## config.mk

```make
export PLATFORM = sky130hd
export DESIGN_NAME = crosswalk_request_frontend
export DESIGN_NICKNAME = d
export VERILOG_FILES = /design/src/rtl/crosswalk_pkg.sv /design/src/rtl/crosswalk_debounce.sv /design/src/rtl/crosswalk_request_frontend.sv
export SDC_FILE = /design/constraint.sdc
export NUM_CORES = 1
export LEC_CHECK = 0
export ABC_CLOCK_PERIOD_IN_PS = 4700
export BUFFER_PORTS_ARGS = -buffer_cell sky130_fd_sc_hd__buf_4
export CAP_MARGIN = 10
export CELL_PAD_IN_SITES_DETAIL_PLACEMENT = 1
export CELL_PAD_IN_SITES_GLOBAL_PLACEMENT = 2
export CORE_MARGIN = 2
export CORE_UTILIZATION = 41
export CTS_BUF_LIST = sky130_fd_sc_hd__clkbuf_8 sky130_fd_sc_hd__clkbuf_16
export CTS_CLUSTER_DIAMETER = 200
export DETAILED_ROUTE_END_ITERATION = 12
export GPL_ROUTABILITY_DRIVEN = 0
export PLACE_DENSITY = 0.89
export SYNTH_ARGS = -nofsm -noshare
export SYNTH_HDL_FRONTEND = slang
export SYNTH_HIERARCHICAL = 1
export SYNTH_SLANG_ARGS = --single-unit
```

## constraint.sdc

```tcl
create_clock -name i_clk -period 4.7 [get_ports i_clk]
set_input_delay 1.175 -clock i_clk [delete_from_list [all_inputs] [get_ports i_clk]]
set_output_delay 1.175 -clock i_clk [all_outputs]
set_load 0.02 [all_outputs]
```

## src/rtl/crosswalk_pkg.sv

```systemverilog
// Shared types and constants for the crosswalk controller and its request front end.
package crosswalk_pkg;

  localparam int DEB_CYCLES_DEF = 1000;
  localparam int DEB_W_DEF      = 10;
  localparam int WAIT_W_DEF     = 16;

  typedef enum logic [1:0] {
    ST_IDLE  = 2'd0,
    ST_REQ   = 2'd1,
    ST_SERVE = 2'd2,
    ST_REL   = 2'd3
  } req_state_e;

  // One-hot lamp encoding: pedestrian red/green, road red/green/yellow
  localparam logic [4:0] LIGHT_PR = 5'b00001;
  localparam logic [4:0] LIGHT_PG = 5'b00010;
  localparam logic [4:0] LIGHT_RR = 5'b00100;
  localparam logic [4:0] LIGHT_RG = 5'b01000;
  localparam logic [4:0] LIGHT_RY = 5'b10000;

  function automatic logic rose(input logic cur, input logic prev);
    return cur & ~prev;
  endfunction

endpackage

```

## src/rtl/crosswalk_debounce.sv

```systemverilog
// Two-flop synchroniser plus counter debouncer for one asynchronous input.
// The stable level moves only after DEB_CYCLES consecutive cycles of disagreement.
module crosswalk_debounce
  import crosswalk_pkg::*;
#(
  parameter int DEB_CYCLES = DEB_CYCLES_DEF,
  parameter int DEB_W      = DEB_W_DEF
) (
  input  logic i_clk,
  input  logic i_rst_n,
  input  logic i_raw,
  output logic o_level
);

  localparam logic [DEB_W-1:0] CNT_LAST = DEB_W'(DEB_CYCLES - 1);

  logic             r_sync1;
  logic             r_sync2;
  logic             r_level;
  logic [DEB_W-1:0] r_cnt;
  logic [DEB_W-1:0] w_cnt_nxt;
  logic             w_level_nxt;

  always_ff @(posedge i_clk or negedge i_rst_n) begin
    if (!i_rst_n) begin
      r_sync1 <= 1'b0;
      r_sync2 <= 1'b0;
    end else begin
      r_sync1 <= i_raw;
      r_sync2 <= r_sync1;
    end
  end

  always_comb begin
    w_cnt_nxt   = r_cnt;
    w_level_nxt = r_level;
    if (r_sync2 == r_level) begin
      w_cnt_nxt = {DEB_W{1'b0}};
    end else if (r_cnt == CNT_LAST) begin
      // Disagreement has now lasted DEB_CYCLES samples: accept the new level
      w_level_nxt = r_sync2;
      w_cnt_nxt   = {DEB_W{1'b0}};
    end else begin
      w_cnt_nxt = r_cnt + DEB_W'(1'b1);
    end
  end

  always_ff @(posedge i_clk or negedge i_rst_n) begin
    if (!i_rst_n) begin
      r_cnt   <= {DEB_W{1'b0}};
      r_level <= 1'b0;
    end else begin
      r_cnt   <= w_cnt_nxt;
      r_level <= w_level_nxt;
    end
  end

  assign o_level = r_level;

endmodule

```

## src/rtl/crosswalk_request_frontend.sv

```systemverilog
// Pedestrian request front end: debounces button and sensor, latches a request
// until the controller shows pedestrian green, and reports wait time and service.
module crosswalk_request_frontend
  import crosswalk_pkg::*;
#(
  parameter int DEB_CYCLES = DEB_CYCLES_DEF,
  parameter int DEB_W      = DEB_W_DEF,
  parameter int WAIT_W     = WAIT_W_DEF
) (
  input  logic              i_clk,
  input  logic              i_rst_n,
  input  logic              i_btn_raw,
  input  logic              i_sen_raw,
  input  logic              i_pg,
  output logic              o_button,
  output logic              o_sensor,
  output logic [WAIT_W-1:0] o_wait_cnt,
  output logic              o_served
);

  localparam logic [WAIT_W-1:0] WAIT_MAX  = {WAIT_W{1'b1}};
  localparam logic [WAIT_W-1:0] WAIT_ZERO = {WAIT_W{1'b0}};

  logic              w_btn_level;
  logic              w_sen_level;
  logic              w_press;
  logic [WAIT_W-1:0] w_wait_inc;

  req_state_e        r_state;
  req_state_e        w_state_nxt;
  logic              r_btn_prev;
  logic              r_sensor;
  logic              r_button;
  logic              r_served;
  logic [WAIT_W-1:0] r_wait_cnt;
  logic              w_button_nxt;
  logic              w_served_nxt;
  logic [WAIT_W-1:0] w_wait_nxt;

  crosswalk_debounce #(
    .DEB_CYCLES (DEB_CYCLES),
    .DEB_W      (DEB_W)
  ) u_btn_deb (
    .i_clk   (i_clk),
    .i_rst_n (i_rst_n),
    .i_raw   (i_btn_raw),
    .o_level (w_btn_level)
  );

  crosswalk_debounce #(
    .DEB_CYCLES (DEB_CYCLES),
    .DEB_W      (DEB_W)
  ) u_sen_deb (
    .i_clk   (i_clk),
    .i_rst_n (i_rst_n),
    .i_raw   (i_sen_raw),
    .o_level (w_sen_level)
  );

  assign w_press    = rose(w_btn_level, r_btn_prev);
  assign w_wait_inc = (r_wait_cnt == WAIT_MAX) ? r_wait_cnt : r_wait_cnt + WAIT_W'(1'b1);

  always_comb begin
    w_state_nxt  = r_state;
    w_wait_nxt   = r_wait_cnt;
    w_served_nxt = 1'b0;
    case (r_state)
      ST_IDLE: begin
        w_wait_nxt = WAIT_ZERO;
        // A press while green is already showing is dropped, not queued
        if (w_press && !i_pg) begin
          w_state_nxt = ST_REQ;
        end else begin
          w_state_nxt = ST_IDLE;
        end
      end
      ST_REQ: begin
        w_wait_nxt = w_wait_inc;
        if (i_pg) begin
          w_state_nxt  = ST_SERVE;
          w_served_nxt = 1'b1;
        end else begin
          w_state_nxt = ST_REQ;
        end
      end
      ST_SERVE: begin
        if (!i_pg) begin
          w_state_nxt = ST_REL;
        end else begin
          w_state_nxt = ST_SERVE;
        end
      end
      ST_REL: begin
        // Wait for release so a button held through green cannot re-request
        if (!w_btn_level) begin
          w_state_nxt = ST_IDLE;
          w_wait_nxt  = WAIT_ZERO;
        end else begin
          w_state_nxt = ST_REL;
        end
      end
      default: begin
        w_state_nxt = ST_IDLE;
        w_wait_nxt  = WAIT_ZERO;
      end
    endcase
    w_button_nxt = (w_state_nxt == ST_REQ);
  end

  always_ff @(posedge i_clk or negedge i_rst_n) begin
    if (!i_rst_n) begin
      r_state    <= ST_IDLE;
      r_btn_prev <= 1'b0;
      r_sensor   <= 1'b0;
      r_button   <= 1'b0;
      r_served   <= 1'b0;
      r_wait_cnt <= WAIT_ZERO;
    end else begin
      r_state    <= w_state_nxt;
      r_btn_prev <= w_btn_level;
      r_sensor   <= w_sen_level;
      r_button   <= w_button_nxt;
      r_served   <= w_served_nxt;
      r_wait_cnt <= w_wait_nxt;
    end
  end

  assign o_button   = r_button;
  assign o_sensor   = r_sensor;
  assign o_wait_cnt = r_wait_cnt;
  assign o_served   = r_served;

endmodule

```

==> flow_summary.json <==
{
  "status": "finished, final reports clean",
  "synth_edf_count": 0,
  "post-route-cell-area_sq_um": 2750,
  "p_leak_nw": 1.16,
  "powerDensity_nw_per_um2": 350,
  "io_pins": 24,
  "ys_seq_elements": 48,
  "clockRootBuffer": "clkbuf_8",
  "drtIter0Drc": 62,
  "grtUsageTotal_pct": 19.1,
  "rsz0062_at_grt": "no",
  "synthTopCellsByArea": "dfrtp_1 (50%), nand2_1 (3.0%), nand3_1 (2.9%), nor2_1 (2.7%), nand4_1 (2.4%)",
  "dpl_cell_area_sq_um": 2620,
  "maxCapViolCount": 0,
  "ant_nets": 0,
  "finalClockSkew_ns": 0.00769,
  "grt_pass1_wl_mm": 9.52,
  "die_w_um": 80.3,
  "max_freq_ghz": 0.466,
  "port-buffer-count": 23,
  "cpPeakStageDelay_ns": 0.48,
  "die_area_sq_um": 6440,
  "critPathMaxFanout": 8,
  "synth_area_per_cell_sq_um": 10.3,
  "cp-start-kind": "register",
  "critical_path_required_ns": 3.52,
  "drv_slew": 0,
  "num-fill-cells": 634,
  "nets": 266,
  "worst_pin_slew_ns": 0.620,
  "irDropWorstVdd_mv": 0.205,
  "min_delay_path_depth": 0,
  "arrival_ns": 0.97,
  "netlist_instances": 232,
  "dp_hpwl_mm": 3.88,
  "seq_area_frac_synth_pct": 50.4,
  "max_slew_margin_pct": 58.7,
  "mostFrequentLayoutCells": "dfrtp_1 (48), buf_4 (24), nand2_1 (19)",
  "setup_viol": 0,
  "yosys.area.top_type": "dfrtp_1",
  "synthesis.area_sq_um": 2380,
  "syn-num-nets": 240,
  "ctsResizeCount": 0,
  "crit_type": "reg2out",
  "drc": 0,
  "numCtsBuffers": 5,
  "initial_core_util_pct": 42.8,
  "viasPerCell": 5.95,
  "syn_to_final_growth_pct": 15.1,
  "dr.pass1.iters": 4,
  "yosysUniqueCellTypes": 52,
  "overflow": 0,
  "antenna_found_initial": 0,
  "reg2regPathDepth": 5,
  "cp_num_buf_inv": 1,
  "cp_cell_sequence": "buf_4",
  "async_flop_share_pct": 100,
  "htree_levels": 2,
  "yosys_warnings": 6,
  "layout_commonest_cell": "dfrtp_1",
  "period_minus_slack_ns": 2.15,
  "cp_slowest_cell": "dfrtp_1",
  "critPathTopFamily": "flip-flops",
  "final_layout_size_suffix_gt1_share_pct": 19.3,
  "num_rows": 27,
  "multi_input_area_sq_um": 1110,
  "ctsHoldBuffers": 0,
  "core_area_sq_um": 5570,
  "num_antenna_cells": 0,
  "hold_viol_final": 0,
  "cts_tree": "done",
  "vias": 1969,
  "min_period_over_period_pct": 45.7,
  "end_kind": "output port",
  "hold_path.class": "reg2reg",
  "wirelength_mm": 5.55,
  "clockBufferDepth": 2,
  "grt_pass1_vias": 1884,
  "clk_pin_slew_ns": 0.09,
  "clock_latency_ns": 0.31,
  "grt_max_degree": 49,
  "postCtsSetupRepairBufs": 0,
  "synth_ff_type": "dfrtp_1",
  "tns_ns": 0,
  "cp_num_cells": 1,
  "die_h_um": 80.3,
  "wl_per_cell_um": 16.8,
  "cts_sinks": 48,
  "synth_top_area_share_pct": 50.4,
  "regArea_sq_um": 1200
}
[sequential cells by signal, indices dropped and copies added (netlist names)]
| register | cells |
|---|---|
| u_sen_deb/r_sync2 | 1 |
| u_btn_deb/o_level | 1 |
| r_state | 2 |
| o_wait_cnt | 16 |
| u_btn_deb/r_sync1 | 1 |
| u_sen_deb/o_level | 1 |
| o_button | 1 |
| u_btn_deb/r_sync2 | 1 |
| u_btn_deb/r_cnt | 10 |
| u_sen_deb/r_cnt | 10 |
| o_served | 1 |
| o_sensor | 1 |
| r_btn_prev | 1 |
| u_sen_deb/r_sync1 | 1 |
[Yosys cell counts, types with 4 or more instances]
master / instances
dfrtp_1: 48
nand2_1: 19
nor2_1: 17
nand3_1: 14
inv_1: 12
a21oi_1: 10
nand4_1: 9
o21ai_0: 9
a31oi_1: 7
and4_1: 5
or4_1: 5
o211ai_1: 4
xnor2_1: 4
xor2_1: 4
[power breakdown]
| part | switching (mW) | internal [mW] | total [mW] |
|---|---|---|---|
| sequential | 0.0280 | 0.437 | 0.465 |
| combinational | 0.119 | 0.0581 | 0.177 |
| clock | 0.144 | 0.174 | 0.318 |
[per-layer routing]
metal,GRT usage (%),vias to the layer above,part of all wire (%)
met3,4.38,6,3.4
met5,0,-,0
met1,26.5,996,48
li1,-,934,-
met2,29.6,33,47
met4,6.10,0,1.4
[kinds of logic after synthesis]
group,count (synthesis),synth area share (%)
flops,48,50.4
compound gates,56,16.8
fa+ha+maj,3,1.57
xor+xnor,8,2.94
buf+inv,17,3.20
mux,3,1.36
simple gates,97,23.7
[through the flow]
stage	setup slack (ns)	utilization [%]	hold slack (ns)	cells	total power, mW
floorplan	2.90	-	0.331	232	0.588
global placement	2.84	47.1	0.335	323	0.648
detailed placement	2.77	47.1	0.342	323	0.652
CTS	2.53	49.2	0.372	331	0.976
finish	2.55	49.2	0.364	331	0.961
global route	2.48	49.2	0.377	331	1.02
[layout make-up]
class | instances | area share, %
multi-input cells | 167 | 40.3
well taps | 72 | 3.28
repair buffers | 24 | 6.56
flip-flops and latches | 48 | 43.8
clock inverters | 2 | 1.41
clock buffers | 6 | 3.01
inverters | 12 | 1.64
[worst paths after layout]
check | startpoint | end | slack [ns]
max | o_wait_cnt[5]$_DFFE_PN0P_ | o_wait_cnt[5] | 2.55
min in group asynchronous | i_rst_n | u_sen_deb/r_cnt[6]$_DFF_PN0_ | 0.87
max reg2reg | o_wait_cnt[0]$_DFFE_PN0P_ | o_wait_cnt[7]$_DFFE_PN0P_ | 2.74
min | u_sen_deb/r_sync1$_DFF_PN0_ | u_sen_deb/r_sync2$_DFF_PN0_ | 0.36
max in group asynchronous | i_rst_n | u_btn_deb/r_cnt[1]$_DFF_PN0_ | 3.40
min reg2reg | u_sen_deb/r_sync1$_DFF_PN0_ | u_sen_deb/r_sync2$_DFF_PN0_ | 0.36
(Power assumes the default switching activity.)
